$ cat src/rtl/routed_store_pkg.sv
// rtl/routed_store_pkg.sv - shared constants for the routed store demultiplexer
package routed_store_pkg;

    // Steering mode encoding
    localparam logic MODE_ADDR = 1'b0;
    localparam logic MODE_SEQ  = 1'b1;

    // Default geometry
    localparam int DEFAULT_WIDTH    = 8;
    localparam int DEFAULT_CHANNELS = 4;

    // Refused-offer counter geometry
    localparam int                    DROP_CNT_W   = 8;
    localparam logic [DROP_CNT_W-1:0] DROP_CNT_MAX = '1;

endpackage

$ cat src/rtl/routed_store_slot.sv
// rtl/routed_store_slot.sv - one channel holding register with full flag
module routed_store_slot
    import routed_store_pkg::*;
#(
    parameter int WIDTH = DEFAULT_WIDTH
) (
    input  logic             clk,
    input  logic             rst_n,
    input  logic             wr_en,
    input  logic [WIDTH-1:0] wr_data,
    input  logic             ack,
    output logic [WIDTH-1:0] data,
    output logic             full
);

    // Stored word: loaded on a write, otherwise held (an ack does not clear it)
    always_ff @(posedge clk or negedge rst_n) begin
        if (!rst_n) begin
            data <= '0;
        end else if (wr_en) begin
            data <= wr_data;
        end
    end

    // Full flag: a write is only offered to an empty slot, so write and ack never
    // collide on a full slot; an ack on an empty slot is a no-op
    always_ff @(posedge clk or negedge rst_n) begin
        if (!rst_n) begin
            full <= 1'b0;
        end else if (wr_en) begin
            full <= 1'b1;
        end else if (ack) begin
            full <= 1'b0;
        end
    end

endmodule

$ cat src/rtl/routed_store_demux.sv
// rtl/routed_store_demux.sv - registered demux into flow-controlled channels (option: ROUTED_STORE_DROP_CNT_EN)
module routed_store_demux
    import routed_store_pkg::*;
#(
    parameter int  WIDTH    = DEFAULT_WIDTH,
    parameter int  CHANNELS = DEFAULT_CHANNELS,
    localparam int SEL_W    = $clog2(CHANNELS)
) (
    input  logic                      clk,
    input  logic                      rst_n,
    input  logic [WIDTH-1:0]          in_data,
    input  logic [SEL_W-1:0]          in_sel,
    input  logic                      in_valid,
    output logic                      in_ready,
    input  logic                      mode,
    output logic [CHANNELS*WIDTH-1:0] out_data,
    output logic [CHANNELS-1:0]       out_full,
    input  logic [CHANNELS-1:0]       rd_ack,
    output logic [DROP_CNT_W-1:0]     drop_cnt
);

    localparam logic [SEL_W-1:0] PTR_LAST = SEL_W'(CHANNELS - 1);

    logic [SEL_W-1:0]    ptr;
    logic [SEL_W-1:0]    target;
    logic                target_valid;
    logic                target_full;
    logic                xfer;
    logic [CHANNELS-1:0] wr_en;

    // Pick the channel this cycle's offer is aimed at
    always_comb begin
        target = (mode == MODE_SEQ) ? ptr : in_sel;
    end

    // Look up the target's full flag; codes past the last channel match nothing
    always_comb begin
        target_valid = 1'b0;
        target_full  = 1'b0;
        for (int k = 0; k < CHANNELS; k++) begin
            if (target == SEL_W'(k)) begin
                target_valid = 1'b1;
                target_full  = out_full[k];
            end
        end
    end

    // Ready uses the pre-ack full flag, so an ack and an offer to the same
    // channel in one cycle refuses the offer
    assign in_ready = target_valid && !target_full;
    assign xfer     = in_valid && in_ready;

    // One-hot write strobe to the target slot
    always_comb begin
        wr_en = '0;
        for (int k = 0; k < CHANNELS; k++) begin
            wr_en[k] = xfer && (target == SEL_W'(k));
        end
    end

    // Round-robin pointer: moves only on a sequential-mode transfer, wraps at the last channel
    always_ff @(posedge clk or negedge rst_n) begin
        if (!rst_n) begin
            ptr <= '0;
        end else if (xfer && (mode == MODE_SEQ)) begin
            ptr <= (ptr == PTR_LAST) ? '0 : ptr + 1'b1;
        end
    end

    for (genvar g = 0; g < CHANNELS; g++) begin : g_slot
        routed_store_slot #(
            .WIDTH (WIDTH)
        ) u_slot (
            .clk     (clk),
            .rst_n   (rst_n),
            .wr_en   (wr_en[g]),
            .wr_data (in_data),
            .ack     (rd_ack[g]),
            .data    (out_data[g*WIDTH +: WIDTH]),
            .full    (out_full[g])
        );
    end

`ifdef ROUTED_STORE_DROP_CNT_EN
    // Count cycles where an offer was refused, saturating; cleared only by reset
    always_ff @(posedge clk or negedge rst_n) begin
        if (!rst_n) begin
            drop_cnt <= '0;
        end else if (in_valid && !in_ready && (drop_cnt != DROP_CNT_MAX)) begin
            drop_cnt <= drop_cnt + 1'b1;
        end
    end
`else
    assign drop_cnt = '0;
`endif

    // The pointer must never address a channel that does not exist
    ptr_in_range: assert property (@(posedge clk) disable iff (!rst_n) int'(ptr) < CHANNELS);

endmodule

$ cat config.mk
export PLATFORM = sky130hd
export DESIGN_NAME = routed_store_demux
export DESIGN_NICKNAME = d
export VERILOG_FILES = /design/src/rtl/routed_store_pkg.sv /design/src/rtl/routed_store_slot.sv /design/src/rtl/routed_store_demux.sv
export SDC_FILE = /design/constraint.sdc
export NUM_CORES = 1
export LEC_CHECK = 0
export ABC_AREA = 1
export CAP_MARGIN = 20
export CORE_MARGIN = 2
export CORE_UTILIZATION = 48
export DETAILED_ROUTE_END_ITERATION = 10
export GPL_TIMING_DRIVEN = 0
export PLACE_DENSITY = 0.91
export SLEW_MARGIN = 30
export SYNTH_ARGS = -nofsm -noshare
export SYNTH_HDL_FRONTEND = slang
export SYNTH_SLANG_ARGS = --single-unit
export TNS_END_PERCENT = 10
$ cat constraint.sdc
create_clock -name clk -period 2.9 [get_ports clk]
set_input_delay 0.29 -clock clk [delete_from_list [all_inputs] [get_ports clk]]
set_output_delay 0.29 -clock clk [all_outputs]
set_load 0.1 [all_outputs]
* Yosys cells after proc, flatten, opt, wreduce, memory -nomap -nowiden *
Cells that the tools add are included.

storage, ports and cells
  register bits after elaboration = 38
  input port bits = 18
  output and inout port bits = 45
  word-level logic and storage cells = 45

cells by class
  add/subtract/negate cells = 1
  equality and inequality tests = 4
  multiplexer cells = 18
  reduce and logical (&&, ||, !) cells = 13

operators by type and width
  cell                   number
  $mux W1                16
  $reduce_bool A2 Y1     4
  $logic_and A1 B1 Y1    7
  $eq A2 B2 Y1 const B   3
  $mux W2                2
  $add A2 B1 Y2 const B  1
  $eq A2 B1 Y1 const B   1
  $logic_not A2 Y1       1
  $logic_not A1 Y1       1

* Depth between registers and ports, before layout *
  word-level depth = 11
  mapped depth = 11
  depth with buffers taken out = 10

* Cells and area by module *
A second synthesis with hierarchy kept.

unflattened totals
  cell total of the unflattened synthesis = 198
  area, all modules = 1697.9 µm²

by module, submodules not included
  module              instances  cells an instance  area an instance (µm²)  sequential area each (µm²)
  routed_store_slot   4          38                 341.6                   225.2
  routed_store_demux  1          46                 331.6                   50.0

* Worst setup path before layout *
Ideal clock, no wire load.

  path kind = register to output
  start point = register ptr[0]
  end point = output port in_ready
  arrival = 1268 ps
  data required time = 2610 ps
  setup slack = 1342 ps
  stages on the path, launching flop included = 9
  path buffers = 1
  cells stage by stage = dfrtp_1 > inv_1 > nand2_2 > nand2_4 > inv_2 > o21ai_1 > nand3_1 > nand2_4 > buf_4

on the way
  cells in the longest elaborated chain, start to end = 8
  elaborated cells between the ends (all ways) = 15
  those cells by class = eq/ne: 3; mux: 9; reduce/logical: 3

ends and longest elaborated chain
  element                 line                      source
  from (decl)             routed_store_demux.sv:24  logic [SEL_W-1:0] ptr;
  from (signal assigned)  routed_store_demux.sv:66  ptr <= (ptr == PTR_LAST) ? '0 : ptr + 1'b1;
  $mux W2 *               routed_store_demux.sv:33  target = (mode == MODE_SEQ) ? ptr : in_sel;
  $logic_not A2 Y1        routed_store_demux.sv:41  if (target == SEL_W'(k)) begin
  $mux W1 (4 in a row)    routed_store_demux.sv:41
  $logic_not A1 Y1        routed_store_demux.sv:50  assign in_ready = target_valid && !target_full;
  $logic_and A1 B1 Y1 *   routed_store_demux.sv:50
  to (decl)               routed_store_demux.sv:14  output logic in_ready,

Every way passes the cells marked *; elsewhere a longest branch is shown, timed or not.

* Final worst setup path *
  start point = input port mode
  end point = output port in_ready

on the way
  cells in the longest elaborated chain, start to end = 8
  elaborated cells between the ends (all ways) = 15
  those cells by class = eq/ne: 3; mux: 9; reduce/logical: 3

ends and longest elaborated chain
  element                line                      source
  from (decl)            routed_store_demux.sv:15  input logic mode,
  $mux W2 *              routed_store_demux.sv:33
  $logic_not A2 Y1       routed_store_demux.sv:41
  $mux W1 (4 in a row)   routed_store_demux.sv:41
  $logic_not A1 Y1       routed_store_demux.sv:50
  $logic_and A1 B1 Y1 *  routed_store_demux.sv:50

Marks and branches as above.

==> impl_metrics.tcl <==
set metrics [dict create \
    drtAntennaViolNets 0 \
    portBuffers 53 \
    clk_latency_ps 280 \
    vias 1638 \
    final_util_pct 69.95 \
    r2r-start "ptr[0]" \
    fin_crit_sh_pct 85.76 \
    startpoint "mode" \
    regArea_um2 950.9 \
    grt_pass1_wl_um 6941 \
    antenna_found_initial 0 \
    drt_iter0_drc 77 \
    die_h_um 65.99 \
    ios 63 \
    cp.arrival_ps 2200 \
    rr_endpoint "g_slot[0].u_slot.data[2]" \
    cts_tree "done" \
    wirelength_um 4282 \
    clock_sinks 38 \
    routedWlPerCell_um 13.42 \
    die_area_mm2 0.004354 \
    post_cts_buffers 0 \
    nFillCells 299 \
    drc 0 \
    finClkSkew_ps 6.920 \
    cts.clk_slew.worst_paths_ps 60 \
    fmax_mhz 402.1 \
    cp_max_fo 10 \
    die_w_um 65.99 \
    grt_pass1_vias 1493 \
    syn_to_final_growth_pct 39.89 \
    gp_congestion 0.8615 \
    holdPathStages 3 \
    tightest_slew_ps 990.8 \
    clockBufferDepth 2 \
    relSlewSlack_pct 33.74 \
    r2r_slack_ps 1310 \
    cp_data_required_time_ps 2610 \
    ys_seq_area_share_pct 51.56 \
    hold_viol_final 0 \
    num_rows 22 \
    max-cap-violations 0 \
    whs_endpoint "g_slot[3].u_slot.data[4]" \
    htree_levels 2 \
    via_per_inst 5.135 \
    core_area_mm2 0.003689 \
    multiInputGateArea_um2 733.2 \
    worstSetupPathType "input port to output pin" \
    ys_warn_count 0 \
    syn_avg_cell_area_um2 9.175 \
    detailed_place_hpwl_um 3288 \
    cp-end-kind "output pin" \
    antennaDiodeCount 0 \
    slew_viol_final 0 \
    reg2regPathDepth 11 \
    netlist_area_mm2 0.001844 \
    yosysUniqueCellTypes 19 \
    grt-ovfl-total 0 \
    cts_root_buf "clkbuf_8" \
    firstDrtPassIters 4 \
    gr-usage-all-layers_pct 21.49 \
    hold_path.class "input port to flip-flop" \
    grt_max_degree 21 \
    post-route-min-period_ps 2487 \
    nets 289 \
    synth_cells 201 \
    final_cell_mix "73 x nand2_1, 51 x clkdlybuf4s50_1, 38 x dfrtp_1" \
    layout_commonest_cell "nand2_1" \
    grt_setup_unrepaired "no" \
    drive_gt1_share_pct 15.87 \
    initial_utilization_pct 50.00 \
    synth_seq_cells 38 \
    start_kind "input port" \
    setup_violations 0 \
    hp-start "in_valid" \
    cts_made_buffers 5 \
    outcome "completed" \
]
## registers in the layout, indices dropped and copies added (netlist names)
register and cells:
g_slot.u_slot.full 4, ptr 2, g_slot.u_slot.data 32
## layout make-up
class	instances	share of cell area, %
flip-flops and latches	38	36.86
clock inverters	1	0.1940
clock buffers	7	3.346
repair buffers	55	21.63
plain buffers	20	5.771
well taps	48	2.328
multi-input cells	140	28.42
inverters	10	1.455
## critical path: stages
cell and delay (ps):
clkdlybuf4s50_1 610, inv_2 80, nand2_1 80, nand2_2 110, nor2_8 190, nand2_2 90, nand2_4 100, buf_4 170
clkbuf_2 470
## metal layers
layer	global-route usage, %	wire length, um
met5	0	0
met4	6.122	53
met3	7.666	335
met2	35.10	2077
met1	26.95	1817
## cells in the mapped netlist, drive strengths merged
| cell | n | share of area [%] |
|---|---|---|
| nand4 | 33 | 11 |
| clkbuf | 3 | 0.61 |
| buf | 17 | 7.5 |
| nor2 | 5 | 2.3 |
| ha | 1 | 0.68 |
| o21ai | 5 | 1.4 |
| nand3 | 9 | 5.2 |
| nand2 | 79 | 17 |
| inv | 10 | 2.0 |
| conb | 1 | 0.20 |
| dfrtp | 38 | 52 |
## per-stage QoR
stage,cells,setup WS [ps],hold slack (ps),TNS [ps],cell area (um^2)
after global placement,309,-216.3,456.6,-216.3,2461
final,319,412.8,414.7,0,2580
after floorplan,208,1342,-5.591,0,1871
after detailed placement,310,-255.1,270.3,-255.1,2484
after CTS,319,28.39,403.7,0,2584
after global routing,319,314.7,419.0,0,2580
## cells by family (layout without fill, tap and decap cells)
group,Yosys count,in the layout,synth area share (%)
flops,38,38,51.56
other cells,1,8,0.2033
fa+ha+maj,1,1,0.6783
compound gates,5,5,1.357
buf+inv,30,93,10.11
simple gates,126,126,36.09
## what timing repair did
item                                    in CTS  in global routing
endpoints found under the setup margin       1                  1
endpoints found under the hold margin       19                  0
resized for setup                            1                  2
hold buffers                                 1                  0
## worst max path at each step
stage	endpoint	slack [ps]	depth (start not counted)
after floorplan	in_ready	1340	8
after global placement	in_ready	-220	9
after detailed placement	in_ready	-260	9
after CTS	in_ready	30	9
after global routing	in_ready	310	9
final	in_ready	410	9
Power is left out: the tool's default activity adds up to more than one toggle a clock period on the data nets, which glitch-free logic cannot reach.
